**src/rtl/elevator_pkg.sv**
```systemverilog
`default_nettype none
// ============================================================================
//  Module      : elevator_pkg
//  Description : Shared types and constants for the two-car dispatcher.
//  Revision    : 1.0  initial release
// ============================================================================
package elevator_pkg;

    typedef enum logic [1:0] {
        DIR_IDLE = 2'd0,
        DIR_UP   = 2'd1,
        DIR_DOWN = 2'd2
    } dir_e;

    localparam logic       REQ_UP   = 1'b1;
    localparam logic       REQ_DOWN = 1'b0;

    localparam logic [1:0] SEL_NONE = 2'b00;
    localparam logic [1:0] SEL_L1   = 2'b01;
    localparam logic [1:0] SEL_L2   = 2'b10;

endpackage
`default_nettype wire

```
**src/rtl/lift_cost_calc.sv**
```systemverilog
`default_nettype none
// ============================================================================
//  Module      : lift_cost_calc
//  Description : Per-car direction, suitability and service cost for one call.
//  Revision    : 1.0  initial release
// ============================================================================
module lift_cost_calc
    import elevator_pkg::*;
#(
    parameter int FLOOR_W = 3
) (
    input  logic [FLOOR_W-1:0] curr,
    input  logic [FLOOR_W-1:0] dest,
    input  logic [FLOOR_W-1:0] req_floor,
    input  logic               req_direction,
    output logic [1:0]         dir,
    output logic               suitable,
    output logic [FLOOR_W:0]   cost
);

    function automatic logic [FLOOR_W-1:0] abs_diff(
        input logic [FLOOR_W-1:0] a,
        input logic [FLOOR_W-1:0] b
    );
        return (a >= b) ? (a - b) : (b - a);
    endfunction

    dir_e               w_dir;
    logic [FLOOR_W-1:0] w_d_curr_req;
    logic [FLOOR_W-1:0] w_d_curr_dest;
    logic [FLOOR_W-1:0] w_d_dest_req;

    always_comb begin
        w_dir = DIR_IDLE;
        if (dest > curr) begin
            w_dir = DIR_UP;
        end else if (dest < curr) begin
            w_dir = DIR_DOWN;
        end
    end

    // A moving car only counts as suitable if the call is ahead of it in its travel direction.
    always_comb begin
        suitable = 1'b0;
        case (w_dir)
            DIR_IDLE: suitable = 1'b1;
            DIR_UP:   suitable = (req_direction == REQ_UP)   && (curr <= req_floor);
            DIR_DOWN: suitable = (req_direction == REQ_DOWN) && (curr >= req_floor);
            default:  suitable = 1'b0;
        endcase
    end

    assign w_d_curr_req  = abs_diff(curr, req_floor);
    assign w_d_curr_dest = abs_diff(curr, dest);
    assign w_d_dest_req  = abs_diff(dest, req_floor);

    always_comb begin
        if (suitable) begin
            cost = {1'b0, w_d_curr_req};
        end else begin
            cost = {1'b0, w_d_curr_dest} + {1'b0, w_d_dest_req};
        end
    end

    assign dir = w_dir;

endmodule
`default_nettype wire

```
**src/rtl/elevator_controller.sv**
```systemverilog
`default_nettype none
// ============================================================================
//  Module      : elevator_controller
//  Description : Two-car hall-call dispatcher with a registered car selection.
//  Revision    : 1.0  initial release
// ============================================================================
module elevator_controller
    import elevator_pkg::*;
#(
    parameter int FLOOR_W = 3
) (
    input  logic               clk,
    input  logic               reset,
    input  logic [FLOOR_W-1:0] curr_floor_L1,
    input  logic [FLOOR_W-1:0] curr_floor_L2,
    input  logic [FLOOR_W-1:0] dest_floor_L1,
    input  logic [FLOOR_W-1:0] dest_floor_L2,
    input  logic [FLOOR_W-1:0] req_floor,
    input  logic               req_direction,
    output logic [1:0]         selected_lift
);

    logic [1:0]       w_dir_l1;
    logic [1:0]       w_dir_l2;
    logic             w_suit_l1;
    logic             w_suit_l2;
    logic [FLOOR_W:0] w_cost_l1;
    logic [FLOOR_W:0] w_cost_l2;
    logic [1:0]       w_sel;
    logic [1:0]       r_selected_lift;

    lift_cost_calc #(
        .FLOOR_W (FLOOR_W)
    ) u_cost_l1 (
        .curr          (curr_floor_L1),
        .dest          (dest_floor_L1),
        .req_floor     (req_floor),
        .req_direction (req_direction),
        .dir           (w_dir_l1),
        .suitable      (w_suit_l1),
        .cost          (w_cost_l1)
    );

    lift_cost_calc #(
        .FLOOR_W (FLOOR_W)
    ) u_cost_l2 (
        .curr          (curr_floor_L2),
        .dest          (dest_floor_L2),
        .req_floor     (req_floor),
        .req_direction (req_direction),
        .dir           (w_dir_l2),
        .suitable      (w_suit_l2),
        .cost          (w_cost_l2)
    );

    // Car 1 wins unless car 2 is strictly cheaper, or equally cheap and uniquely suitable.
    always_comb begin
        w_sel = SEL_L1;
        if (w_cost_l2 < w_cost_l1) begin
            w_sel = SEL_L2;
        end else if ((w_cost_l2 == w_cost_l1) && w_suit_l2 && !w_suit_l1) begin
            w_sel = SEL_L2;
        end
    end

    always_ff @(posedge clk) begin
        if (!reset) begin
            r_selected_lift <= SEL_NONE;
        end else begin
            r_selected_lift <= w_sel;
        end
    end

    assign selected_lift = r_selected_lift;

    always_comb begin
        assert ((w_dir_l1 != DIR_IDLE) || w_suit_l1);
        assert ((w_dir_l2 != DIR_IDLE) || w_suit_l2);
    end

endmodule
`default_nettype wire

```
**config.mk**
```make
export PLATFORM = sky130hd
export DESIGN_NAME = elevator_controller
export DESIGN_NICKNAME = d
export VERILOG_FILES = /design/src/rtl/elevator_pkg.sv /design/src/rtl/lift_cost_calc.sv /design/src/rtl/elevator_controller.sv
export SDC_FILE = /design/constraint.sdc
export NUM_CORES = 1
export LEC_CHECK = 0
export CAP_MARGIN = 40
export CORE_ASPECT_RATIO = 1.5
export CORE_MARGIN = 5
export CORE_UTILIZATION = 51
export CTS_CLUSTER_SIZE = 14
export DETAILED_ROUTE_END_ITERATION = 10
export PLACE_DENSITY = 0.77
export SLEW_MARGIN = 20
export SYNTH_ARGS = -nofsm -noshare
export SYNTH_HDL_FRONTEND = slang
export SYNTH_SLANG_ARGS = --single-unit
export TNS_END_PERCENT = 50
```
**constraint.sdc**
```tcl
create_clock -name clk -period 3.4 [get_ports clk]
set_input_delay 0.34 -clock clk [delete_from_list [all_inputs] [get_ports clk]]
set_output_delay 0.34 -clock clk [all_outputs]
set_load 0.02 [all_outputs]
```
==> results by group <==
Run status
  – Run status: finished clean

Synthesis
  – Synth Instances: 167
  – EDFF count, synth: 0
  – Asr flop ratio synth: 0
  – Area fraction in compound gates after synthesis: 0.143
  – Top-count cell post-synth: ha_1
  – Seq/Total Area, Yosys: 0.0261
  – Post-synthesis xor/xnor area fraction: 0.0457
  – Yosys top cell by area: ha_1
  – Post-Syn Nets: 239
  – Yosys warns: 0
  – Synth Area per Inst: 9.18 um^2
  – Synth Register Bits: 2
  – Synth top area cells: ha_1 33%, fa_1 18%, inv_1 7.8%
  – Synth Area in Adders: 0.509
  – Synth cell count leaders: 40 x ha_1, 32 x inv_1, 14 x fa_1
  – Largest family of logic cells by synthesized area: adder cells
  – Mux contribution to synthesized area: 0.104
  – Post-synth design cell area: 1530 um^2
  – Yosys top cell area share: 0.327
  – Synth Flop Type: dfxtp_1
  – Synth unique cells: 35
  – Post-synthesis simple-gate area fraction: 0.0939

Route
  – DR vias/cell: 5.58
  – DRT antenna net count: 0
  – DR WL/cell: 18.0 um
  – Top layer in use: met4
  – Wire length on met1: 1.67 mm
  – First-pass DRT Iterations: 4
  – Via count: 1541
  – DRC Markers: 0
  – Drt total wl: 4.97 mm
  – Met2 WL: 2.87 mm
  – WL met3: 149 um
  – Initial drt markers: 56

Final layout
  – Fraction of layout cells with a size suffix above 1: 0.414
  – Area Overhead vs Synth: 54.8%
  – Final Cell Area: 2370 um^2
  – Max reg flops: 2
  – ANT cells: 0
  – Nets@finish: 311

Die
  – Die Area: 4220 um^2
  – Die W: 54.8 um
  – FP Rows: 24
  – Io pins: 20
  – Initial Util: 0.526
  – Core area: 2910 um^2
  – Die Ht: 77.1 um

STA
  – Final count of negative-setup-slack endpoints: 0
  – Max-slew headroom: 0.770
  – Pins over their slew limit: 0
  – Tmin final: 3.33 ns
  – FMAX: 300 MHz
  – Fin. Hold Viols: 0
  – Total negative slack: 0 ns
  – Slew @ Worst Pin: 0.344 ns
  – Fin crit share: 0.980

Flow run
  – Total of max-cap violations: 0

Min path
  – Hold/Removal Path Class: primary input to register

Placement
  – Placed inst area: 2090 um^2
  – Routability cong.: 0.892
  – DP Wirelength: 3.43 mm
  – IO buf count: 19

Setup path
  – Crit path required time: 3.55 ns
  – Most used cell, CP: buf_4
  – CP max stage cell: clkdlybuf4s50_1
  – Buf+Inv Stages, Crit Path: 5
  – Crit path launch type: primary input
  – CP top delay family: adder cells
  – Critical path class: primary input to register
  – Worst path cell trace: clkdlybuf4s50_1, inv_1, ha_4, a21oi_4, buf_4, buf_4, buf_4, mux2i_1, xnor2_1, ha_1, xnor2_2, mux2i_1, ha_1, o21ai_1, nand2b_1, a21oi_2, a32o_2
  – CP Capture Type: register
  – CP max stage delay: 0.48 ns
  – Critical path arrival: 3.48 ns
  – CP max FO: 2

Power and ir drop
  – Peak supply drop: 306 uV
  – Cell Pwr Density: 340 nW/um^2
  – Tot Pwr: 807 uW
  – LEAKAGE: 0.00123 uW

Global route
  – Vias in the first global route: 1785
  – Total gr overflow: 0
  – Initial antenna violation count: 0
  – Gr usage total: 0.229
  – First-pass GRT wire length: 7.27 mm
  – Largest net degree at the start of global routing: 8

Clock network
  – Clk sink count: 2
  – Clk slew on worst S/H paths: 0.03 ns
  – CTS tree: built
  – H-tree levels: 1
  – Cts bufs inserted: 3
  – Maximum clock path buffer count: 2
  – Cell chosen for the clock root: clkbuf_8
[worst min-delay path: stages]
cell and delay, ns:
clkdlybuf4s50_1 0.46, inv_1 0.10, a311oi_2 0.04
[final timing paths]
path              cells past startpoint                          end  slack, ns             start
hold / removal                        3  selected_lift[0]$_SDFF_PP0_       0.78             reset
setup / recovery                     17  selected_lift[1]$_SDFF_PN0_       0.07  curr_floor_L2[2]
[cells in the final DEF, fill, tap and decap left out, drive strengths merged, types with 2 or more instances in the layout]
master and count:
dlymetal6s2s 4, dlygate4sd2 2, nand2 4, a21o 8, dfxtp 2, nand2b 5, a21oi 8, buf 48
a31oi 2, nor2b 3, clkbuf 8, mux2 7, ha 40, inv 32, xnor2 7, nand3 2
clkdlybuf4s50 7, fa 14, o21ai 7, and3 2, mux2i 8, nor2 3
[area by class of cell]
cell class                      instances  area [um^2]
Fill cell                             178          541
Clock buffer                            3         41.3
Sequential cell                         2         40.0
Timing Repair Buffer                   67          556
Tap cell                               39         48.8
Inverter                               32          120
Multi-Input combinational cell        133         1570
[cell families (layout without fill, tap and decap cells)]
logic type | Yosys count | after routing
fa+ha+maj | 54 | 54
simple gates | 25 | 25
mux | 15 | 15
buf+inv | 32 | 102
xor+xnor | 8 | 8
flops | 2 | 2
compound gates | 31 | 31
[power breakdown]
part           total (uW)  switching (uW)  internal, uW
clock network        95.5            20.4          75.1
logic                 676             326           350
registers            36.3            2.48          33.9
[routing by layer]
layer | vias up | global-route usage
met5 | - | 0
met4 | 0 | 0.152
met3 | 27 | 0.0349
met2 | 60 | 0.419
met1 | 754 | 0.211
li1 | 700 | -
[stage by stage]
step                      hold slack, ns  utilization  std cells  setup WS (ns)
after floorplan                    0.452            -        167          0.131
after global placement             0.914        0.716        267         -0.467
after detailed placement           0.957        0.716        267         -0.592
after CTS                          0.779        0.768        276        0.00270
after global routing               0.789        0.814        276        -0.0490
final                              0.777        0.814        276         0.0676
[what timing repair did]
action,CTS,global route
pin swaps,16,18
setup buffers,6,0
hold endpoints to repair,0,0
endpoints found under the setup margin,2,2
hold buffers,0,0
resized for setup,28,39
(Power assumes the default switching activity.)
